### src/rtl/alu_add_sequencer.sv
// Operand/opcode front end and result stage for an external ripple-carry adder.
// Define ALU_SAT_EN to clamp signed-overflowing ADD/ADC/SUB/SBC results to 0x7F/0x80.
module alu_add_sequencer #(
    parameter int WIDTH       = 8,
    parameter bit CARRY_RESET = 1'b0
) (
    input  logic             clk,
    input  logic             rst_n,
    input  logic             in_valid,
    output logic             in_ready,
    input  logic [2:0]       in_op,
    input  logic [WIDTH-1:0] in_a,
    input  logic [WIDTH-1:0] in_b,
    output logic [WIDTH-1:0] add_a,
    output logic [WIDTH-1:0] add_b,
    output logic             add_cin,
    input  logic [WIDTH-1:0] add_sum,
    input  logic             add_cout,
    output logic             out_valid,
    input  logic             out_ready,
    output logic [WIDTH-1:0] out_result,
    output logic             out_c,
    output logic             out_z,
    output logic             out_n,
    output logic             out_v
);
    // state | meaning
    // IDLE  | waiting for an op, in_ready=1
    // EXEC  | adder settling from registered operands
    // DONE  | result presented, out_valid=1
    typedef enum logic [1:0] {IDLE, EXEC, DONE} state_t;

    localparam logic [2:0] OP_ADD = 3'b000;
    localparam logic [2:0] OP_ADC = 3'b001;
    localparam logic [2:0] OP_SUB = 3'b010;
    localparam logic [2:0] OP_SBC = 3'b011;
    localparam logic [2:0] OP_INC = 3'b100;
    localparam logic [2:0] OP_DEC = 3'b101;
    localparam logic [2:0] OP_CMP = 3'b110;
    localparam logic [2:0] OP_CLC = 3'b111;
    localparam int MSB = WIDTH - 1;

    state_t state, nextState;
    logic inReady, acceptOp;
    logic [2:0] opReg;
    logic carryFlag;
    logic [WIDTH-1:0] nextA, nextB;
    logic nextCin;
    logic [WIDTH-1:0] capResult, flagSrc;
    logic capC, capV, rawV;

    always_ff @(posedge clk or negedge rst_n) begin
        if (!rst_n) state <= IDLE;
        else        state <= nextState;
    end

    always_comb begin
        nextState = state;
        inReady   = 1'b0;
        case (state)
            IDLE: begin
                inReady = 1'b1;
                if (in_valid) nextState = EXEC;
            end
            EXEC: nextState = DONE;
            DONE: begin
                // Holding in DONE ignores in_valid so the presented result stays put.
                if (out_ready) begin
                    inReady   = 1'b1;
                    nextState = in_valid ? EXEC : IDLE;
                end
            end
            default: nextState = IDLE;
        endcase
    end

    assign in_ready  = inReady;
    assign acceptOp  = in_valid & inReady;
    assign out_valid = (state == DONE);

    always_comb begin
        nextA   = in_a;
        nextB   = in_b;
        nextCin = 1'b0;
        case (in_op)
            OP_ADD: nextCin = 1'b0;
            OP_ADC: nextCin = carryFlag;
            OP_SUB, OP_CMP: begin
                nextB   = ~in_b;
                nextCin = 1'b1;
            end
            OP_SBC: begin
                nextB   = ~in_b;
                nextCin = carryFlag;
            end
            OP_INC: begin
                nextB   = '0;
                nextCin = 1'b1;
            end
            OP_DEC: nextB = '1;
            OP_CLC: begin
                // CLC never reaches the adder; operand registers keep their value.
                nextA   = add_a;
                nextB   = add_b;
                nextCin = add_cin;
            end
            default: nextCin = 1'b0;
        endcase
    end

    assign rawV = (add_a[MSB] == add_b[MSB]) && (add_sum[MSB] != add_a[MSB]);

    always_comb begin
        capResult = add_sum;
        flagSrc   = add_sum;
        capC      = add_cout;
        capV      = rawV;
        case (opReg)
            OP_CLC: begin
                capResult = '0;
                flagSrc   = '0;
                capC      = 1'b0;
                capV      = 1'b0;
            end
            OP_INC, OP_DEC: capV = 1'b0;
            OP_CMP: capResult = add_a;
            default: begin
`ifdef ALU_SAT_EN
                if (rawV) begin
                    capResult = add_sum[MSB] ? {1'b0, {(WIDTH-1){1'b1}}} : {1'b1, {(WIDTH-1){1'b0}}};
                    flagSrc   = capResult;
                end
`else
                capResult = add_sum;
`endif
            end
        endcase
    end

    always_ff @(posedge clk or negedge rst_n) begin
        if (!rst_n) begin
            add_a      <= '0;
            add_b      <= '0;
            add_cin    <= 1'b0;
            opReg      <= OP_ADD;
            out_result <= '0;
            out_c      <= 1'b0;
            out_z      <= 1'b0;
            out_n      <= 1'b0;
            out_v      <= 1'b0;
            carryFlag  <= CARRY_RESET;
        end else begin
            if (acceptOp) begin
                opReg   <= in_op;
                add_a   <= nextA;
                add_b   <= nextB;
                add_cin <= nextCin;
            end
            if (state == EXEC) begin
                out_result <= capResult;
                out_c      <= capC;
                out_z      <= (flagSrc == '0);
                out_n      <= flagSrc[MSB];
                out_v      <= capV;
                carryFlag  <= capC;
            end
        end
    end
endmodule

### config.mk
export PLATFORM = sky130hd
export DESIGN_NAME = alu_add_sequencer
export DESIGN_NICKNAME = d
export VERILOG_FILES = /design/src/rtl/alu_add_sequencer.sv
export SDC_FILE = /design/constraint.sdc
export NUM_CORES = 1
export LEC_CHECK = 0
export CAP_MARGIN = 15
export CORE_ASPECT_RATIO = 0.9
export CORE_MARGIN = 2
export CORE_UTILIZATION = 30
export CTS_BUF_LIST = sky130_fd_sc_hd__clkbuf_16
export DETAILED_ROUTE_END_ITERATION = 8
export GPL_ROUTABILITY_DRIVEN = 0
export MAX_ROUTING_LAYER = met4
export PLACE_DENSITY = 0.58
export SLEW_MARGIN = 40
export SYNTH_ARGS = -nofsm -noshare
export SYNTH_HDL_FRONTEND = slang
export SYNTH_SLANG_ARGS = --single-unit
### constraint.sdc
create_clock -name clk -period 3.5 [get_ports clk]
set_input_delay 0.525 -clock clk [delete_from_list [all_inputs] [get_ports clk]]
set_output_delay 0.525 -clock clk [all_outputs]
set_load 0.005 [all_outputs]
==> out/qor.txt, run 1 <==
Most area-consuming cells after synthesis -> dfrtp_1, o21ai_0, mux2_2
Die width -> 84.7 um
Max_slew headroom -> 0.501
Fin crit period -> 2.36 ns
Resize count post-CTS -> 0
Starting Density -> 0.310
DR WL/cell -> 15.3 um
Gr ovfl total -> 0
Die area -> 6480 um^2
Post-synth EDFFs -> 0
Pwr/cell area -> 627 nW/um^2
CP max FO -> 12
Post-route cell area -> 2560 um^2
Fmax -> 0.423 GHz
Crit end category -> output port
Most frequent cells in the layout -> clkdlybuf4s50_1, dfrtp_1, o21ai_0, nand2_1, a21oi_1
Yosys top cell area share -> 0.484
Total Power -> 1.61 mW
Post-Syn Area -> 1760 um^2
Placed cells -> 291
Warnings from Yosys -> 0
FF+latch count, synth -> 34
Crit path kind -> primary input to output port
CTS Buffer Depth -> 2
Largest net degree at the start of global routing -> 35
DRT Pass-1 Iters -> 4
CORE AREA -> 5660 um^2
Final WL -> 4570 um
Area grow syn2layout -> 45.8%
Async SR Flop Fraction -> 1.00
Hpwl dp -> 3420 um
Clk_skew -> 0.00311 ns
Initial drt markers -> 81
Reg2Reg Launch Point -> state[1]$_DFFE_PN0P_
TritonCTS Buffers -> 5
Worst EP required -> 2.97 ns
Syn Area/Cell -> 10.4 um^2
GR Util All Layers -> 0.149
CTS Hold Buffers Added -> 0
FF-to-FF End -> add_cin$_DFFE_PN0P_
Final Max Tran Viols -> 0
Tightest Pin Transition -> 0.749 ns
Hold Path Sink -> out_result[6]$_DFFE_PN0N_
CP Launch Type -> primary input
Unrepaired setup endpoints after global routing -> false
DRC -> 0
Setup bufs post-CTS -> 0
Port buffer count -> 62
Fillers -> 576
Synth Flop Type -> dfrtp_1
Hold Crit Start -> out_result[6]$_DFFE_PN0N_
Reg2Reg Depth -> 3
H-tree depth -> 2
Share of cells above drive strength 1 -> 0.0873
Max cap viols -> 0
Vias per cell -> 4.98
Min-delay worst type -> register to register
Post-Synthesis Cells -> 169
Unique masters post-synth -> 31
Vias in the first global route -> 1445
Clock Sinks -> 34
Syn Nets -> 201
Endpoints failing setup -> 0
Most common cell after layout, fill and taps aside -> clkdlybuf4s50_1
Final count of hold timing violations -> 0
Largest area contributor in the netlist -> dfrtp_1
Ratio of final minimum period to clock period -> 0.675
Seq/Total Area, Yosys -> 0.484
Post-Place Setup Slack -> 1.09 ns
Hold Path Cell Cnt -> 2
Setup ws final -> 1.14 ns
I/O Pins -> 63
Outcome -> finished clean
Antenna Cells -> 0
DP Area -> 2420 um^2
Antenna viol nets, final -> 0
First-pass GRT wire length -> 7330 um
Reg clk slew, reported paths -> 0.05 ns
Leak -> 1.03 nW
R2r setup slk -> 1.76 ns
Nets@finish -> 260
Worst path arrival time -> 1.84 ns
Initial antenna violation count -> 0
Clk root buf -> clkbuf_16
Row count -> 26
CTS tree -> yes
Vias -> 1488
Die height -> 76.6 um
Clk_lat worst skew -> 0.27 ns
Number of cells in the finished layout apart from fillers -> 299
Max VDD drop -> 303 uV
Fin Setup TNS -> 0 ns
-- through the flow --
stage / hold slack, ns / util
finish: 0.482 / 0.452
global route: 0.506 / 0.452
detailed placement: 0.475 / 0.428
CTS: 0.486 / 0.452
global placement: 0.460 / 0.428
floorplan: 0.229 / -
-- power breakdown --
group          switching [mW]  internal [mW]  total (mW)
registers               0.111          0.523       0.634
logic                   0.207          0.355       0.563
clock network           0.152          0.257       0.409
total                   0.471           1.13        1.61
-- kinds of logic after synthesis --
logic type / after synthesis / synth area share
AO/OA/AOI/OAI: 62 / 0.236
XOR/XNOR: 8 / 0.0399
flip-flops: 34 / 0.484
buffers and inverters: 15 / 0.0420
multiplexers: 10 / 0.0641
AND/OR/NAND/NOR: 40 / 0.134
-- area by class of cell --
class / count / area [um^2] / share of cell area
clock buffers: 5 / 125 / 0.0489
clock inverters: 3 / 12.5 / 0.00489
inverters: 2 / 10.0 / 0.00391
multi-input cells: 120 / 832 / 0.325
flip-flops and latches: 34 / 851 / 0.332
well taps: 70 / 87.6 / 0.0342
repair buffers: 65 / 643 / 0.251
-- critical path: stages --
cell and delay, ns:
clkdlybuf4s50_1 0.47, nor2b_1 0.05, buf_4 0.17, nor2_1 0.10, clkdlybuf4s50_1 0.52
-- registers in the layout, indices dropped and copies added, names as in the netlist --
name and count:
out_result 8, state 2, carryFlag 1, add_b 8, out_z 1, opReg 3
add_a 8, out_n 1, out_v 1, add_cin 1
-- routing by layer --
layer / part of all wire / GRT usage
met1: 0.48 / 0.200
met2: 0.47 / 0.213
met3: 0.030 / 0.0358
met4: 0.017 / 0.0667
met5: 0 / -
-- cell usage after synthesis, types with 2 or more instances --
cell       n
nand2b_1   6
dfrtp_1   34
buf_2      3
and4b_1    8
nor2b_1    3
mux2_1     2
mux2_2     8
o22a_1     8
a31oi_1    8
clkbuf_1   8
o221ai_1   8
nand2_1   17
o21ai_0   22
a21oi_1    9
xnor2_1    8
nor4_1     2
-- worst max path at each step --
stage	start	to	slack (ns)	cells after the start
after detailed placement	in_op[1]	add_a[1]$_DFFE_PN0P_	1.09	4
after floorplan	out_ready	in_ready	1.99	3
after global routing	out_ready	in_ready	1.07	5
final	out_ready	in_ready	1.14	5
after CTS	out_ready	in_ready	1.15	5
after global placement	in_op[1]	add_a[5]$_DFFE_PN0P_	1.13	4
(Power assumes the default switching activity.)
==> run 2: changes to the inputs <==
--- a/config.mk
+++ b/config.mk
@@ -13,7 +13,7 @@
 export DETAILED_ROUTE_END_ITERATION = 8
 export GPL_ROUTABILITY_DRIVEN = 0
 export MAX_ROUTING_LAYER = met4
-export PLACE_DENSITY = 0.58
+export PLACE_DENSITY = 0.61
 export SLEW_MARGIN = 40
 export SYNTH_ARGS = -nofsm -noshare
 export SYNTH_HDL_FRONTEND = slang
==> constraint.sdc (replaced) <==
create_clock -name clk -period 2 [get_ports clk]
set_input_delay 0.3 -clock clk [delete_from_list [all_inputs] [get_ports clk]]
set_output_delay 0.3 -clock clk [all_outputs]
set_load 0.005 [all_outputs]
==> run 2 against run 1 <==
  * Final cell count increased by 2.0%
  * Sequential share of layout area decreased by 0.61 points
  * Largest cell class unchanged
  * Critical endpoint unchanged
  * Worst setup slack got worse by 0.91 ns
==> out/qor.txt, run 2 (same netlist as run 1, synthesis figures left out) <==
DRT Pass-1 Iters -> 4 (unchanged)
Row count -> 26 (unchanged)
Setup ws final -> 0.224 ns (was 1.14 ns)
Fin crit period -> 1.78 ns
Fillers -> 558 (was 576)
Logic pwr share -> 0.357 (was 0.350)
Max VDD drop -> 557 uV (was 303 uV)
Max_slew headroom -> 0.536 (was 0.501)
Die width -> 84.7 um (unchanged)
Final Max Tran Viols -> 0 (unchanged)
Largest net degree at the start of global routing -> 35 (unchanged)
First-pass GRT wire length -> 7620 um (was 7330 um)
Initial drt markers -> 69 (was 81)
Worst Path Buf+Inv -> 2 (was 3)
Worst EP required -> 1.70 ns (was 2.97 ns)
Unrepaired setup endpoints after global routing -> false (unchanged)
Critical Path Source -> out_ready (unchanged)
Fmax -> 0.563 GHz
Clock power share -> 0.246 (was 0.255)
CP Launch Type -> primary input (unchanged)
GR Util All Layers -> 0.152 (was 0.149)
Vias per cell -> 5.04 (was 4.98)
Post-Place Setup Slack -> 0.191 ns (was 1.09 ns)
Leak -> 1.06 nW (was 1.03 nW)
Clk root buf -> clkbuf_16 (unchanged)
CP most frequent cell -> clkdlybuf4s50_1 (unchanged)
Reg2Reg Launch Point -> state[0]$_DFFE_PN0P_ (was state[1]$_DFFE_PN0P_)
Most frequent cells in the layout -> clkdlybuf4s50_1, dfrtp_1, o21ai_0, nand2_1, buf_4 (was clkdlybuf4s50_1, dfrtp_1, o21ai_0, nand2_1, a21oi_1)
Die height -> 76.6 um (unchanged)
Initial antenna violation count -> 0 (unchanged)
R2r setup slk -> 0.57 ns (was 1.76 ns)
Worst path arrival time -> 1.48 ns (was 1.84 ns)
Ratio of final minimum period to clock period -> 0.888
FF+latch area -> 851 um^2 (unchanged)
Antenna Cells -> 0 (unchanged)
Final WL -> 4620 um (was 4570 um)
Stages on the worst setup path -> 4 (was 5)
TritonCTS Buffers -> 5 (unchanged)
Setup bufs post-CTS -> 0 (unchanged)
DRC -> 0 (unchanged)
Sw Share -> 0.286 (was 0.293)
Vias in the first global route -> 1534 (was 1445)
CP max FO -> 2 (was 12)
Area grow syn2layout -> 48.5% (was 45.8%)
Switching power -> 0.799 mW (was 0.471 mW)
Reg clk slew, reported paths -> 0.05 ns (about the same)
Slowest stage delay, CP -> 0.52 ns (about the same)
Slowest CP cell -> clkdlybuf4s50_1 (unchanged)
Starting Density -> 0.310 (unchanged)
Critical path cell sequence -> clkdlybuf4s50_1 -> nor2b_1 -> nor2_1 -> clkdlybuf4s50_1 (was clkdlybuf4s50_1 -> nor2b_1 -> buf_4 -> nor2_1 -> clkdlybuf4s50_1)
CTS tree -> yes (unchanged)
Max cap viols -> 0 (unchanged)
Clk_skew -> 0.00278 ns (was 0.00311 ns)
Most common cell after layout, fill and taps aside -> clkdlybuf4s50_1 (unchanged)
Largest registers -> add_a (8), add_b (8), out_result (8) (unchanged)
Internal Pwr Total -> 1.99 mW (was 1.13 mW)
Clock Sinks -> 34 (unchanged)
Endpoints failing setup -> 0 (unchanged)
Hpwl dp -> 3410 um (was 3420 um)
I/O Pins -> 63 (unchanged)
Share of cells above drive strength 1 -> 0.111 (was 0.0873)
Reg power frac -> 0.397 (was 0.395)
Footprint of the multi-input gates -> 832 um^2 (unchanged)
Pwr/cell area -> 1070 nW/um^2 (was 627 nW/um^2)
Top delay family on crit path -> buffers and inverters (unchanged)
Min-delay worst type -> primary input to async pin (was register to register)
Nets@finish -> 267 (was 260)
Vias -> 1538 (was 1488)
Outcome -> finished clean (unchanged)
Crit path kind -> primary input to output port (unchanged)
H-tree depth -> 2 (unchanged)
DR WL/cell -> 15.2 um (was 15.3 um)
Fin Setup TNS -> 0 ns (unchanged)
Resize count post-CTS -> 0 (unchanged)
Gr ovfl total -> 0 (unchanged)
CTS Hold Buffers Added -> 0 (unchanged)
CORE AREA -> 5660 um^2 (unchanged)
Port buffer count -> 62 (unchanged)
Die area -> 6480 um^2 (unchanged)
Antenna viol nets, final -> 0 (unchanged)
Tightest Pin Transition -> 0.695 ns (was 0.749 ns)
CTS Buffer Depth -> 2 (unchanged)
Final count of hold timing violations -> 0 (unchanged)
Clk_lat worst skew -> 0.27 ns (about the same)
Crit end category -> output port (unchanged)
Reg2Reg Depth -> 4 (was 3)
run 2: cell count changes in the layout (fill, tap and decap cells not counted):
cell | before | now
clkinv_1 | 1 | 0
clkinv_2 | 1 | 0
buf_4 | 3 | 10
inv_1 | 2 | 3
run 2: per-stage QoR:
step	cell area (um^2)	utilization	cells	hold WS, ns	total power, mW
2_1_floorplan	1760	-	169	0.00441	1.49
3_3_place_gp	2480	0.437	298	0.461	2.12
3_5_place_dp	2480	0.437	298	0.474	2.12
4_1_cts	2610	0.461	305	0.453	2.83
5_1_grt	2610	0.461	305	0.483	2.98
6_report	2610	0.461	305	0.434	2.79
run 2: path summary, 6_finish.rpt:
path	to
min in group clk	out_result[3]$_DFFE_PN0N_
setup / recovery	in_ready
hold reg to reg	out_result[3]$_DFFE_PN0N_
hold / removal	add_a[3]$_DFFE_PN0P_
max in group asynchronous	out_result[3]$_DFFE_PN0N_
setup reg to reg	add_a[3]$_DFFE_PN0P_
run 2: layer usage:
| metal | GRT usage | vias up | share of wire |
|---|---|---|---|
| met3 | 0.0303 | 2 | 0.032 |
| li1 | - | 772 | - |
| met5 | - | - | 0 |
| met4 | 0.0524 | 0 | 0.0061 |
| met1 | 0.205 | 731 | 0.48 |
| met2 | 0.229 | 33 | 0.49 |
run 2: power by group through the flow:
stage	Combinational [mW]	Sequential, mW	Clock, mW
after floorplan	0.420	1.07	0
after detailed placement	1.00	1.12	0
final	0.997	1.11	0.688
after CTS	1.01	1.12	0.708
after global placement	0.996	1.12	0
after global routing	1.10	1.15	0.736
run 2: cell type report:
type	instances	share of cell area
flip-flops and latches	34	0.326
multi-input cells	120	0.319
repair buffers	72	0.267
clock buffers	5	0.0480
well taps	70	0.0336
inverters	2	0.00384
clock inverters	2	0.00288
==> run 3: changes to the inputs <==
--- a/config.mk
+++ b/config.mk
@@ -11,7 +11,7 @@
 export CORE_UTILIZATION = 30
 export CTS_BUF_LIST = sky130_fd_sc_hd__clkbuf_16
 export DETAILED_ROUTE_END_ITERATION = 8
-export GPL_ROUTABILITY_DRIVEN = 0
+export GPL_ROUTABILITY_DRIVEN = 1
 export MAX_ROUTING_LAYER = met4
 export PLACE_DENSITY = 0.61
 export SLEW_MARGIN = 40
==> results of run 3 <==
Final layout, timing and power as in run 2 (identical DEF).
